File: src/rtl/binary_up_counter_pkg.sv
// rtl/binary_up_counter_pkg.sv - shared constants and helpers for the up counter
//
// Holds the default geometry and the SATURATE encodings. The down counter uses the same
// encodings.
package binary_up_counter_pkg;

    localparam int DEF_WIDTH     = 3;
    localparam int DEF_MOD_VALUE = 8;

    // SATURATE encodings
    localparam int CNT_WRAP = 0;
    localparam int CNT_SAT  = 1;

    // True when the modulus fills the whole register. In that case, incrementing the
    // all-ones value overflows to zero without help.
    function automatic bit is_natural_wrap(input int width, input int mod_value);
        return mod_value == (1 << width);
    endfunction

endpackage

File: src/rtl/binary_up_counter_toggle_cell.sv
// rtl/binary_up_counter_toggle_cell.sv - one-bit synchronous T flip-flop with load override
//
// Ports:
//   clk  in  rising-edge clock shared by every cell, so the bits have no ripple skew
//   rst  in  asynchronous active-high reset, which clears q
//   ld   in  synchronous load: q <= d. Takes priority over t
//   d    in  load value
//   t    in  toggle request
//   q    out registered bit
//   qbar out complement of q
module binary_up_counter_toggle_cell (
    input  logic clk,
    input  logic rst,
    input  logic ld,
    input  logic d,
    input  logic t,
    output logic q,
    output logic qbar
);

    always_ff @(posedge clk or posedge rst) begin
        if (rst) begin
            q <= 1'b0;
        end else if (ld) begin
            q <= d;
        end else if (t) begin
            q <= ~q;
        end
    end

    assign qbar = ~q;

endmodule

File: src/rtl/binary_up_counter.sv
// rtl/binary_up_counter.sv - synchronous modulo/saturating binary up counter
//
// Parameters:
//   WIDTH      counter width (>=1)
//   MOD_VALUE  modulus; the counter counts 0..MOD_VALUE-1 (2 <= MOD_VALUE <= 2**WIDTH)
//   SATURATE   CNT_WRAP: the counter wraps to 0. CNT_SAT: the counter holds at MOD_VALUE-1
// Ports:
//   clk        in   rising-edge clock
//   rst        in   asynchronous active-high reset
//   en         in   count enable
//   clr        in   synchronous clear (highest priority)
//   load       in   synchronous load of load_val
//   load_val   in   value to load; values out of range are clamped to MOD_VALUE-1
//   q          out  registered count
//   tc         out  terminal count: q == MOD_VALUE-1
//   carry_out  out  cascade enable: en & tc & ~clr & ~load
//   wrap       out  one-cycle pulse after a wrap to 0
//   load_err   out  one-cycle pulse after an out-of-range load
module binary_up_counter
    import binary_up_counter_pkg::*;
#(
    parameter int WIDTH     = DEF_WIDTH,
    parameter int MOD_VALUE = DEF_MOD_VALUE,
    parameter int SATURATE  = CNT_WRAP
) (
    input  logic             clk,
    input  logic             rst,
    input  logic             en,
    input  logic             clr,
    input  logic             load,
    input  logic [WIDTH-1:0] load_val,
    output logic [WIDTH-1:0] q,
    output logic             tc,
    output logic             carry_out,
    output logic             wrap,
    output logic             load_err
);

    localparam logic [WIDTH-1:0] TERM         = WIDTH'(MOD_VALUE - 1);
    localparam logic [WIDTH:0]   MOD_EXT      = (WIDTH + 1)'(MOD_VALUE);
    localparam bit               NATURAL_WRAP = is_natural_wrap(WIDTH, MOD_VALUE);
    localparam bit               SAT_MODE     = (SATURATE == CNT_SAT);

    logic [WIDTH-1:0] qbar;
    logic [WIDTH-1:0] tog;
    logic [WIDTH-1:0] ld_val;
    logic             ld;
    logic             cnt_en;
    logic             wrap_nxt;
    logic             err_nxt;
    logic             in_range;
    logic             lower_ones;

    assign tc        = (q == TERM);
    assign carry_out = en & tc & ~clr & ~load;
    assign in_range  = ({1'b0, load_val} < MOD_EXT);

    // Priority mux: clr > load > en > hold. Clear, load and non-natural wrap all go
    // through the cells' ld/d inputs. Plain increments go through the toggle chain.
    always_comb begin
        ld       = 1'b0;
        ld_val   = '0;
        cnt_en   = 1'b0;
        wrap_nxt = 1'b0;
        err_nxt  = 1'b0;
        if (clr) begin
            ld = 1'b1;
        end else if (load) begin
            ld = 1'b1;
            if (in_range) begin
                ld_val = load_val;
            end else begin
                ld_val  = TERM;
                err_nxt = 1'b1;
            end
        end else if (en) begin
            if (!tc) begin
                cnt_en = 1'b1;
            end else if (!SAT_MODE) begin
                wrap_nxt = 1'b1;
                // When the modulus fills the register, q is all ones here, so toggling
                // every bit gives 0. Otherwise the counter is forced back to 0 explicitly.
                if (NATURAL_WRAP) begin
                    cnt_en = 1'b1;
                end else begin
                    ld = 1'b1;
                end
            end
        end
    end

    // Synchronous carry chain: bit i toggles when every lower bit is 1.
    // This uses qbar, so a lower bit is 1 when its qbar is 0.
    always_comb begin
        lower_ones = 1'b1;
        tog        = '0;
        for (int i = 0; i < WIDTH; i++) begin
            tog[i]     = cnt_en & lower_ones;
            lower_ones = lower_ones & ~qbar[i];
        end
    end

    for (genvar i = 0; i < WIDTH; i++) begin : g_bit
        binary_up_counter_toggle_cell u_cell (
            .clk  (clk),
            .rst  (rst),
            .ld   (ld),
            .d    (ld_val[i]),
            .t    (tog[i]),
            .q    (q[i]),
            .qbar (qbar[i])
        );
    end

    always_ff @(posedge clk or posedge rst) begin
        if (rst) begin
            wrap     <= 1'b0;
            load_err <= 1'b0;
        end else begin
            wrap     <= wrap_nxt;
            load_err <= err_nxt;
        end
    end

endmodule

File: config.mk
export PLATFORM = sky130hd
export DESIGN_NAME = binary_up_counter
export DESIGN_NICKNAME = d
export VERILOG_FILES = /design/src/rtl/binary_up_counter_pkg.sv /design/src/rtl/binary_up_counter_toggle_cell.sv /design/src/rtl/binary_up_counter.sv
export SDC_FILE = /design/constraint.sdc
export NUM_CORES = 1
export LEC_CHECK = 0
export ABC_AREA = 1
export ABC_CLOCK_PERIOD_IN_PS = 2400
export BUFFER_PORTS_ARGS = -buffer_cell sky130_fd_sc_hd__buf_4
export CELL_PAD_IN_SITES_DETAIL_PLACEMENT = 1
export CELL_PAD_IN_SITES_GLOBAL_PLACEMENT = 1
export CORE_AREA = 2 2 39 41
export CTS_CLUSTER_DIAMETER = 80
export DETAILED_ROUTE_END_ITERATION = 16
export DIE_AREA = 0 0 41 43
export GPL_ROUTABILITY_DRIVEN = 0
export MAX_ROUTING_LAYER = met4
export PLACE_DENSITY_LB_ADDON = 0.1
export SETUP_SLACK_MARGIN = 0.4
export SLEW_MARGIN = 10
export SYNTH_ARGS = -nofsm -noshare
export SYNTH_HDL_FRONTEND = slang
export SYNTH_SLANG_ARGS = --single-unit
File: constraint.sdc
create_clock -name clk -period 2.4 [get_ports clk]
set_input_delay 0.12 -clock clk [delete_from_list [all_inputs] [get_ports clk]]
set_output_delay 0.12 -clock clk [all_outputs]
set_load 0.01 [all_outputs]
==> report_table.html <==
<table>
<tr><th>Metric</th><th>Value</th></tr>
<tr><th colspan="2">Status</th></tr>
<tr><td>Outcome</td><td>finished clean</td></tr>
<tr><th colspan="2">Die</th></tr>
<tr><td>Area of the core region</td><td>1380 sq um</td></tr>
<tr><td>Die Wd</td><td>41 microns</td></tr>
<tr><td>Effective utilization at floorplan</td><td>0.197</td></tr>
<tr><td>I/O pin total</td><td>15</td></tr>
<tr><td>Placement row count</td><td>14</td></tr>
<tr><td>Area enclosed by the die boundary</td><td>1760 sq um</td></tr>
<tr><td>Die boundary height</td><td>43 microns</td></tr>
<tr><th colspan="2">CTS</th></tr>
<tr><td>CTS Buffer Depth</td><td>2</td></tr>
<tr><td>Clock buffer count from CTS</td><td>3</td></tr>
<tr><td># hold bufs at CTS</td><td>1</td></tr>
<tr><td>Clock Tree Root</td><td>sky130_fd_sc_hd__clkbuf_4</td></tr>
<tr><td>CTS tree</td><td>yes</td></tr>
<tr><td>Max H-tree Level</td><td>1</td></tr>
<tr><td>Post-cts sizing count</td><td>0</td></tr>
<tr><td>Clk_lat worst skew</td><td>230 ps</td></tr>
<tr><td>CTS sink cnt</td><td>4</td></tr>
<tr><td>Post-CTS setup buffer count</td><td>0</td></tr>
<tr><td>Clock slew at reported path FFs</td><td>40 ps</td></tr>
<tr><th colspan="2">Yosys</th></tr>
<tr><td>Register area share after synthesis</td><td>0.367</td></tr>
<tr><td>Number of synthesized register bits</td><td>4</td></tr>
<tr><td>Share of the synthesized area in the top cell type</td><td>0.367</td></tr>
<tr><td>Number of nets in the synthesized netlist</td><td>48</td></tr>
<tr><td>Netlist cell types</td><td>9</td></tr>
<tr><td>Syn avg cell area</td><td>6.82 sq um</td></tr>
<tr><td>Biggest area contributors in the synthesized netlist</td><td>sky130_fd_sc_hd__dfrtp_1 (37%), sky130_fd_sc_hd__nand2_1 (21%), sky130_fd_sc_hd__nand3_1 (11%)</td></tr>
<tr><td>Number of cells produced by synthesis</td><td>40</td></tr>
<tr><td>Area of the mapped netlist</td><td>273 sq um</td></tr>
<tr><td>Yosys top cell by area</td><td>sky130_fd_sc_hd__dfrtp_1</td></tr>
<tr><td>Synthesis warning total</td><td>0</td></tr>
<tr><th colspan="2">Power and ir drop</th></tr>
<tr><td>Leak Pwr</td><td>0.220 nW</td></tr>
<tr><td>Total power density per cell area</td><td>525 nW/um^2</td></tr>
<tr><td>Peak supply drop</td><td>0.101 mV</td></tr>
<tr><th colspan="2">Detailed routing</th></tr>
<tr><td>Detailed Route WL</td><td>646 microns</td></tr>
<tr><td>Average vias per placed instance</td><td>3.90</td></tr>
<tr><td>Number of violations reported at the end of detailed-routing iteration 0</td><td>5</td></tr>
<tr><td>Number of vias in the routed layout</td><td>269</td></tr>
<tr><td>Avg WL per Cell</td><td>9.36 microns</td></tr>
<tr><td>Post-detailed-route count of antenna-violating nets</td><td>0</td></tr>
<tr><td>Number of iterations in the first detailed-routing pass</td><td>2</td></tr>
<tr><td>Post-route DRC violation count</td><td>0</td></tr>
<tr><th colspan="2">Worst setup path</th></tr>
<tr><td>Maximum net fanout on the critical path</td><td>5</td></tr>
<tr><td>Setup CP Type</td><td>reg -&gt; out</td></tr>
<tr><td>Kind of end point of the critical path</td><td>output port</td></tr>
<tr><td>CP Data Required Time</td><td>2280 ps</td></tr>
<tr><td>Cells along the critical path</td><td>nand3_1, nor3b_1, buf_4</td></tr>
<tr><td>Crit path max-delay cell type</td><td>sky130_fd_sc_hd__dfrtp_1</td></tr>
<tr><td>Critical path launch point type</td><td>flop</td></tr>
<tr><td>Worst path max stage delay</td><td>400 ps</td></tr>
<tr><td>Worst Path Arrival</td><td>1160 ps</td></tr>
<tr><th colspan="2">Final layout</th></tr>
<tr><td>Area added between synthesis and finish</td><td>44.0%</td></tr>
<tr><td>Share of final-layout standard cells stronger than drive strength 1</td><td>0.321</td></tr>
<tr><td>Net count, final</td><td>63</td></tr>
<tr><td>Antenna diode count</td><td>0</td></tr>
<tr><td>Finished Core Util</td><td>0.284</td></tr>
<tr><th colspan="2">GRT</th></tr>
<tr><td>Number of global-route vias before repair</td><td>288</td></tr>
<tr><td>Global Route Usage Sum</td><td>0.0967</td></tr>
<tr><td>Total grt overflow</td><td>0</td></tr>
<tr><td>Layer with the highest usage</td><td>met2</td></tr>
<tr><td>M2 GR Usage</td><td>0.138</td></tr>
<tr><td>Maximum number of pins on one net before global-route repair</td><td>10</td></tr>
<tr><td>Wire length of the first global-routing pass</td><td>1120 microns</td></tr>
<tr><td>Met1 capacity usage during global routing</td><td>0.113</td></tr>
<tr><td>Number of antenna violations at the first check in global routing</td><td>0</td></tr>
<tr><td>Met3 global-route usage</td><td>0.0157</td></tr>
<tr><th colspan="2">STA</th></tr>
<tr><td>Worst hold slack across all endpoints</td><td>181 ps</td></tr>
<tr><td>Final cycle utilization of the critical path</td><td>0.535</td></tr>
<tr><td>Maximum clock skew at final layout</td><td>3.79 ps</td></tr>
<tr><td>Final setup violation count</td><td>0</td></tr>
<tr><td>Peak clock frequency supported by timing</td><td>778 MHz</td></tr>
<tr><td>Setup repair after global routing missed its margin</td><td>no</td></tr>
<tr><td>Minimum clock period after layout</td><td>1280 ps</td></tr>
<tr><td>Number of max-slew violations in the final report</td><td>0</td></tr>
<tr><td>Final setup margin</td><td>1120 ps</td></tr>
<tr><td>Final Hold Fails</td><td>0</td></tr>
<tr><td>Setup TNS after final layout</td><td>0 ps</td></tr>
<tr><th colspan="2">Placement</th></tr>
<tr><td>Count of buffers inserted at the top-level ports</td><td>13</td></tr>
<tr><td>Detailed Place HPWL</td><td>549 microns</td></tr>
<tr><td>Setup slack at placement</td><td>1360 ps</td></tr>
<tr><th colspan="2">Hold path</th></tr>
<tr><td>Worst Hold Class</td><td>in -&gt; reg</td></tr>
<tr><th colspan="2">Job</th></tr>
<tr><td>Maximum Capacitance Violations</td><td>0</td></tr>
</table>
synth_stat cells:
library cell,count
sky130_fd_sc_hd__nor3b_1,2
sky130_fd_sc_hd__dfrtp_1,4
sky130_fd_sc_hd__nand3_1,6
sky130_fd_sc_hd__inv_1,5
sky130_fd_sc_hd__conb_1,1
sky130_fd_sc_hd__nor2_4,1
sky130_fd_sc_hd__buf_4,4
sky130_fd_sc_hd__nor2_1,2
sky130_fd_sc_hd__nand2_1,15
kinds of logic (layout without fill, tap and decap cells):
kind of cell	Yosys count	count (layout)	share of synthesized area
other	1	1	0.0137
buffers and inverters	9	22	0.179
and+or+nand+nor	26	26	0.440
DFF	4	4	0.367
cell usage in the layout, fill, tap and decap left out, drive strengths merged:
master	synthesis	routed
buf	4	13
clkbuf	0	3
conb	1	1
dfrtp	4	4
dlygate4sd3	0	1
inv	5	5
nand2	15	15
nand3	6	6
nor2	3	3
nor3b	2	2
worst paths after layout:
check	slack (ps)	endpoint	depth (start not counted)	startpoint
worst max-delay path	1120	carry_out	3	g_bit[1].u_cell.q
worst min-delay path	180	g_bit[0].u_cell.q	5	en
worst min register to register	540	g_bit[2].u_cell.q	2	g_bit[2].u_cell.q
worst max register to register	1520	wrap	2	g_bit[1].u_cell.q
min in group asynchronous	330	g_bit[1].u_cell.q	3	rst
max in group asynchronous	1910	g_bit[2].u_cell.q	3	rst
where the power goes:
| part | switching, mW | internal [mW] |
|---|---|---|
| registers | 0.00569 | 0.0731 |
| clock network | 0.0264 | 0.0559 |
| logic | 0.0231 | 0.0222 |
metal layers:
layer | vias to the layer above | share of wire
li1 | 143 | -
met1 | 112 | 0.44
met2 | 12 | 0.46
met3 | 2 | 0.084
met4 | 0 | 0.014
met5 | - | 0
stage by stage:
stage	area, sq um	total power, mW	std cells
after detailed placement	360	0.125	65
final	393	0.206	69
after CTS	393	0.211	69
after global routing	393	0.221	69
after floorplan	273	0.108	40
after global placement	360	0.123	65
sequential cells by signal, summed over array words and instances, names as in the netlist:
register / cells
wrap: 1
g_bit.u_cell.q: 3
cell type report:
cell class	count	area, sq um
Clock buffer	3	22.5
Inverter	5	18.8
Sequential cell	4	100
Timing Repair Buffer	14	108
Fill cell	179	991
Multi-Input combinational cell	27	124
Tap cell	16	20.0
worst max-delay path: cells and delay by family, from the launching register on:
family        cells  cell delay (ps)
buf+inv           1              150
flops             1              400
simple gates      2              370
(Power assumes the default switching activity.)
